File: config.mk
export PLATFORM = sky130hd
export DESIGN_NAME = tracker_frame_ctrl
export DESIGN_NICKNAME = d
export VERILOG_FILES = /design/src/rtl/tracker_pkg.sv /design/src/rtl/tracker_frame_ctrl.sv
export SDC_FILE = /design/constraint.sdc
export NUM_CORES = 1
export LEC_CHECK = 0
export BUFFER_PORTS_ARGS = -buffer_cell sky130_fd_sc_hd__clkbuf_2
export CAP_MARGIN = 20
export CORE_MARGIN = 10
export CORE_UTILIZATION = 50
export CTS_BUF_LIST = sky130_fd_sc_hd__clkbuf_8
export CTS_CLUSTER_SIZE = 40
export DETAILED_ROUTE_END_ITERATION = 7
export GPL_TIMING_DRIVEN = 0
export PLACE_DENSITY = 0.72
export SYNTH_ARGS = -nofsm -noshare
export SYNTH_HDL_FRONTEND = slang
export SYNTH_SLANG_ARGS = --single-unit
File: constraint.sdc
create_clock -name clk -period 3.2 [get_ports clk]
set_input_delay 0.64 -clock clk [delete_from_list [all_inputs] [get_ports clk]]
set_output_delay 0.64 -clock clk [all_outputs]
set_load 0.02 [all_outputs]
File: src/rtl/tracker_pkg.sv
// -----------------------------------------------------------------------------
// tracker_pkg
// Shared definitions for the tracker frame controller: FSM state encoding,
// default frame geometry, and small constant helpers for sizing counters.
// -----------------------------------------------------------------------------
package tracker_pkg;

  // Frame controller FSM states.
  typedef enum logic [1:0] {
    ST_IDLE   = 2'd0,
    ST_ACTIVE = 2'd1,
    ST_HBLANK = 2'd2,
    ST_VBLANK = 2'd3
  } state_t;

  // Default resolution and blanking lengths.
  localparam int DEF_H_ACTIVE = 640;
  localparam int DEF_V_ACTIVE = 480;
  localparam int DEF_H_BLANK  = 16;
  localparam int DEF_V_BLANK  = 32;

  // Larger of two integers.
  function automatic int max2(input int a, input int b);
    return (a > b) ? a : b;
  endfunction

  // clog2(n), never below 1 so a degenerate size still yields a legal vector.
  function automatic int cnt_width(input int n);
    return (n > 1) ? $clog2(n) : 1;
  endfunction

endpackage

File: src/rtl/tracker_frame_ctrl.sv
// -----------------------------------------------------------------------------
// tracker_frame_ctrl
// Raster timing generator for the object tracker. Walks active pixels, line
// blanking and frame blanking, and stalls frame blanking until the downstream
// consumer has taken the bounding-box result.
//
// Ports
//   clk         in   single clock, rising edge
//   rst         in   asynchronous active-low reset
//   run         in   level; generate frames continuously while high
//   res_ready   in   downstream consumed the result; releases frame blanking
//   h_sync      out  high on active pixels
//   v_sync      out  high from first to last active pixel of a frame
//   x           out  active pixel column (XW bits)
//   y           out  active line (YW bits)
//   frame_start out  one-cycle pulse on pixel (0,0)
//   frame_done  out  one-cycle pulse on the first frame-blanking cycle
//   frame_cnt   out  completed-frame count, wraps at 16 bits
//   busy        out  high whenever the FSM is not idle
// All outputs are registered.
// -----------------------------------------------------------------------------
module tracker_frame_ctrl
  import tracker_pkg::*;
#(
  parameter int  H_ACTIVE = DEF_H_ACTIVE,
  parameter int  V_ACTIVE = DEF_V_ACTIVE,
  parameter int  H_BLANK  = DEF_H_BLANK,
  parameter int  V_BLANK  = DEF_V_BLANK,
  localparam int XW       = cnt_width(H_ACTIVE),
  localparam int YW       = cnt_width(V_ACTIVE)
) (
  input  logic          clk,
  input  logic          rst,
  input  logic          run,
  input  logic          res_ready,
  output logic          h_sync,
  output logic          v_sync,
  output logic [XW-1:0] x,
  output logic [YW-1:0] y,
  output logic          frame_start,
  output logic          frame_done,
  output logic [15:0]   frame_cnt,
  output logic          busy
);

  // The blanking counter must reach the larger of the two blanking lengths.
  localparam int BW = cnt_width(max2(H_BLANK, V_BLANK) + 1);

  localparam logic [XW-1:0] X_LAST = XW'(H_ACTIVE - 1);
  localparam logic [YW-1:0] Y_LAST = YW'(V_ACTIVE - 1);
  localparam logic [BW-1:0] H_LIM  = BW'(H_BLANK);
  localparam logic [BW-1:0] V_LIM  = BW'(V_BLANK);

  state_t        r_state;
  logic [XW-1:0] r_x;
  logic [YW-1:0] r_y;
  logic [BW-1:0] r_blank_cnt;
  logic [15:0]   r_frame_cnt;
  logic          r_h_sync;
  logic          r_v_sync;
  logic          r_frame_start;
  logic          r_frame_done;
  logic          r_busy;

  state_t        w_state_nxt;
  logic [XW-1:0] w_x_nxt;
  logic [YW-1:0] w_y_nxt;
  logic [BW-1:0] w_blank_nxt;
  logic [15:0]   w_frame_cnt_nxt;
  logic          w_start_nxt;
  logic          w_done_nxt;

  // Next-state, counter and pulse logic; outputs follow the next state so
  // they are registered together with it.
  always_comb begin
    w_state_nxt     = r_state;
    w_x_nxt         = r_x;
    w_y_nxt         = r_y;
    w_blank_nxt     = r_blank_cnt;
    w_frame_cnt_nxt = r_frame_cnt;
    w_start_nxt     = 1'b0;
    w_done_nxt      = 1'b0;
    case (r_state)
      ST_IDLE: begin
        w_x_nxt     = {XW{1'b0}};
        w_y_nxt     = {YW{1'b0}};
        w_blank_nxt = {BW{1'b0}};
        if (run) begin
          w_state_nxt = ST_ACTIVE;
          w_start_nxt = 1'b1;
        end else begin
          w_state_nxt = ST_IDLE;
        end
      end
      ST_ACTIVE: begin
        // x stays on the last column through blanking; the blank counter
        // starts at 1 so it directly equals the blanking cycle number.
        if (r_x == X_LAST) begin
          w_blank_nxt = BW'(1);
          if (r_y == Y_LAST) begin
            w_state_nxt     = ST_VBLANK;
            w_done_nxt      = 1'b1;
            w_frame_cnt_nxt = r_frame_cnt + 16'd1;
          end else begin
            w_state_nxt = ST_HBLANK;
          end
        end else begin
          w_x_nxt = r_x + XW'(1);
        end
      end
      ST_HBLANK: begin
        if (r_blank_cnt >= H_LIM) begin
          w_state_nxt = ST_ACTIVE;
          w_x_nxt     = {XW{1'b0}};
          w_y_nxt     = r_y + YW'(1);
          w_blank_nxt = {BW{1'b0}};
        end else begin
          w_blank_nxt = r_blank_cnt + BW'(1);
        end
      end
      ST_VBLANK: begin
        // Minimum length first, then wait for the consumer; the counter
        // saturates at V_BLANK while stalled.
        if ((r_blank_cnt >= V_LIM) && res_ready) begin
          w_x_nxt     = {XW{1'b0}};
          w_y_nxt     = {YW{1'b0}};
          w_blank_nxt = {BW{1'b0}};
          if (run) begin
            w_state_nxt = ST_ACTIVE;
            w_start_nxt = 1'b1;
          end else begin
            w_state_nxt = ST_IDLE;
          end
        end else if (r_blank_cnt < V_LIM) begin
          w_blank_nxt = r_blank_cnt + BW'(1);
        end else begin
          w_blank_nxt = r_blank_cnt;
        end
      end
      default: begin
        w_state_nxt = ST_IDLE;
        w_x_nxt     = {XW{1'b0}};
        w_y_nxt     = {YW{1'b0}};
        w_blank_nxt = {BW{1'b0}};
      end
    endcase
  end

  // State, counters and registered outputs.
  always_ff @(posedge clk or negedge rst) begin
    if (!rst) begin
      r_state       <= ST_IDLE;
      r_x           <= {XW{1'b0}};
      r_y           <= {YW{1'b0}};
      r_blank_cnt   <= {BW{1'b0}};
      r_frame_cnt   <= 16'd0;
      r_h_sync      <= 1'b0;
      r_v_sync      <= 1'b0;
      r_frame_start <= 1'b0;
      r_frame_done  <= 1'b0;
      r_busy        <= 1'b0;
    end else begin
      r_state       <= w_state_nxt;
      r_x           <= w_x_nxt;
      r_y           <= w_y_nxt;
      r_blank_cnt   <= w_blank_nxt;
      r_frame_cnt   <= w_frame_cnt_nxt;
      r_h_sync      <= (w_state_nxt == ST_ACTIVE);
      r_v_sync      <= (w_state_nxt == ST_ACTIVE) || (w_state_nxt == ST_HBLANK);
      r_frame_start <= w_start_nxt;
      r_frame_done  <= w_done_nxt;
      r_busy        <= (w_state_nxt != ST_IDLE);
    end
  end

  assign h_sync      = r_h_sync;
  assign v_sync      = r_v_sync;
  assign x           = r_x;
  assign y           = r_y;
  assign frame_start = r_frame_start;
  assign frame_done  = r_frame_done;
  assign frame_cnt   = r_frame_cnt;
  assign busy        = r_busy;

endmodule
==> impl_metrics.csv <==
group,metric,value,unit
outcome,outcome,"finished clean",
worst_setup_path,start_kind,"flop",
power,p_leak,1.481,nW
clock_tree,postCtsResizedCells,0,
clock_tree,numCtsBuffers,5,
floorplan,die-area,8669,um^2
logic_synthesis,synth-edff-count,0,
clock_tree,clk_path_buf_depth,2,
worst_setup_path,slowest_stage,"or3b_2",
worst_setup_path,critPathMaxFanout,10,
power,internal_power,0.9760,mW
logic_synthesis,synthesis.area,2673,um^2
clock_tree,cts_tree,"yes",
timing,final-hold-violation-count,0,
flow_run,cap_viol_max_count,0,
timing,relSlewSlack,0.4102,
clock_tree,clkTransAtPathRegs,0.09,ns
logic_synthesis,seq_area_frac_synth,0.4494,
logic_synthesis,synth_area_leaders,"dfrtp_1 (45%), nand2_1 (4.9%), ha_1 (4.7%)",
power,seqPwrFrac,0.462,
logic_synthesis,synth_cell_type_count,53,
finish,antenna_cells,0,
finish,nNetsFinal,342,
power,power_frac_comb,0.287,
timing,post-route-period-util,0.8357,
finish,layout-drive-gt1-share,0.2158,
global_route,antenna_found_initial,0,
power,powerDensity,492.8,nW/um^2
drt,vias,2305,
place,place_area,2995,um^2
finish,post-route-cell-area,3092,um^2
clock_tree,numClockSinks,48,
drt,wirelength,6430,um
clock_tree,cts_root_buf,"clkbuf_8",
worst_setup_path,arrival,2.88,ns
drt,dr.max_layer_used,"met4",
logic_synthesis,yosysTopAreaCellShare,0.4494,
logic_synthesis,syn_nets,291,
timing,fin_crit,2.674,ns
power,clkPwrFrac,0.251,
drt,dr_wl_met3,379,um
worst_setup_path,cp-end-kind,"flop",
drt,detail_route.wl_per_cell,16.12,um
finish,syn_to_final_growth,15.68,%
finish,fin_cells,399,
place,placed_cells_incl_taps,391,
floorplan,core,5140,um^2
worst_setup_path,crit_type,"flop to flop",
worst_setup_path,crit_required,3.40,ns
floorplan,start_util,0.5200,
place,io_buffers,43,
logic_synthesis,ys.flop_type,"dfrtp_1",
clock_tree,clk_latency,0.30,ns
floorplan,chipHeight,93.11,um
logic_synthesis,async_flop_share,1.000,
global_route,grt_pass1_vias,2249,
global_route,grt_pass1_wl,10900,um
drt,avgViaCountPerCell,5.777,
place,gp_congestion,0.8216,
min_path,hold_path_class,"primary input to asynchronous set/reset pin",
global_route,grt_overflow,0,
logic_synthesis,syn_avg_cell_area,9.648,um^2
timing,worst_slew_pin_slew,0.8772,ns
logic_synthesis,yosysWarnings,0,
power,p_sw_frac,0.3594,
timing,rsz0062_at_grt,"no",
global_route,grt_usage,0.1522,
logic_synthesis,synth.largest_area_cell,"dfrtp_1",
drt,m1WireLength,3019,um
logic_synthesis,synthCells,277,
floorplan,rows,26,
drt,drc_errors,0,
floorplan,boundaryPins,44,
timing,clock-skew-final,0.003079,ns
timing,drv_slew,0,
worst_setup_path,critPathMaxStageDelay,0.53,ns
power,power_switching,0.5477,mW
logic_synthesis,ys_ff_latch,48,
global_route,grt_max_degree,29,
floorplan,die_x,93.11,um
timing,fmax,374.0,MHz
finish,layout_commonest_cell,"dfrtp_1",
drt,drtIter0Drc,205,
worst_setup_path,critical_path.cell_chain,"inv_1, ha_1, or3b_2, nand3_1, buf_2, nand2_1, a21o_1, ha_1, inv_1",
clock_tree,cts_hold_buf,0,
place,place_hpwl,4814,um
power,ir_worst_vdd,0.2233,mV
clock_tree,htreeDepth,2,
finish,final_cell_mix,"dfrtp_1 (48), clkbuf_2 (43), nand2_1 (35), o21ai_0 (19), nand3_1 (15)",
clock_tree,postCtsSetupBuffers,0,
drt,wl_met2,2979,um
drt,drt_pass1_iterations,5,
timing,setup_tns,0,ns
drt,drtAntennaViolNets,0,
timing,final-setup-viol-count,0,
==> path summary, 6_finish.rpt <==
path | from | end | slack [ns] | depth (start not counted)
worst max-delay path | r_state[0] | v_sync | 0.53 | 9
worst min-delay path | rst | h_sync | 0.31 | 1
worst max register to register | r_state[0] | v_sync | 0.53 | 9
worst min register to register | frame_cnt[15] | frame_cnt[15] | 0.49 | 1
max in group asynchronous | rst | frame_cnt[8] | 2.36 | 2
min in group clk | frame_cnt[15] | frame_cnt[15] | 0.49 | 1
==> through the flow <==
step,hold WS (ns),worst slack [ns],utilization,power (mW)
after floorplan,0.3444,0.9349,-,0.9959
after global placement,0.4569,0.5548,0.5789,1.134
after detailed placement,0.4749,0.5362,0.5828,1.147
after CTS,0.3196,0.5144,0.6015,1.535
after global routing,0.3439,0.3344,0.6015,1.623
final,0.3111,0.5259,0.6015,1.524
==> cells by family after synthesis <==
family | synth area share
AND/OR/NAND/NOR | 0.2444
AO/OA/AOI/OAI | 0.1512
flip-flops | 0.4494
buffers and inverters | 0.03464
XOR/XNOR | 0.04916
adder cells (fa/ha/maj) | 0.04682
multiplexers | 0.02434
==> cells in the mapped netlist (3+ instances only) <==
library cell and instances:
and2_1 3, dfrtp_1 48, nor2b_1 3, clkbuf_1 5
nor3_1 10, nand3_1 15, and3_1 4, inv_1 14
nor4_1 7, ha_1 10, nor2_1 7, a21oi_1 8
nor4b_1 3, xor2_1 13, o21ai_0 19, nand2_1 35
a31oi_1 7, mux2_2 4, a22o_1 6, and4_2 3
or3_1 5, nand4_1 3
==> layout make-up <==
type                       instances  area (um^2)
sequential                        48         1201
tap                               70        87.58
clock inverter                     2        13.76
timing repair buffer              44        235.2
clock buffer                       6        82.58
buffer                             8        40.04
inverter                          14        52.55
fill                             463         2048
multi-input combinational        207         1379
==> metal layers <==
layer | vias to the layer above | track usage
met5 | - | 0
met4 | 0 | 0.04627
met3 | 4 | 0.04476
met2 | 62 | 0.2418
met1 | 1108 | 0.1951
li1 | 1131 | -
==> critical path, delay by kind of cell (launching register included) <==
family	cells	cell delay, ns
adder cells (fa/ha/maj)	2	0.56
AO/OA/AOI/OAI	1	0.18
buffers and inverters	3	0.46
flip-flops	1	0.46
AND/OR/NAND/NOR	3	0.92
==> flip-flops by register name (all words and copies together), names as in the netlist <==
signal	flops
busy	1
frame_done	1
v_sync	1
x	10
r_state	2
y	9
r_blank_cnt	6
frame_start	1
frame_cnt	16
h_sync	1
==> power groups by stage <==
| stage | Sequential, mW | Clock (mW) | Combinational, mW |
|---|---|---|---|
| global route | 0.711 | 0.425 | 0.487 |
| finish | 0.704 | 0.383 | 0.437 |
| global placement | 0.712 | 0 | 0.422 |
| floorplan | 0.748 | 0 | 0.248 |
| CTS | 0.703 | 0.396 | 0.435 |
| detailed placement | 0.713 | 0 | 0.434 |
(Power assumes the default switching activity.)
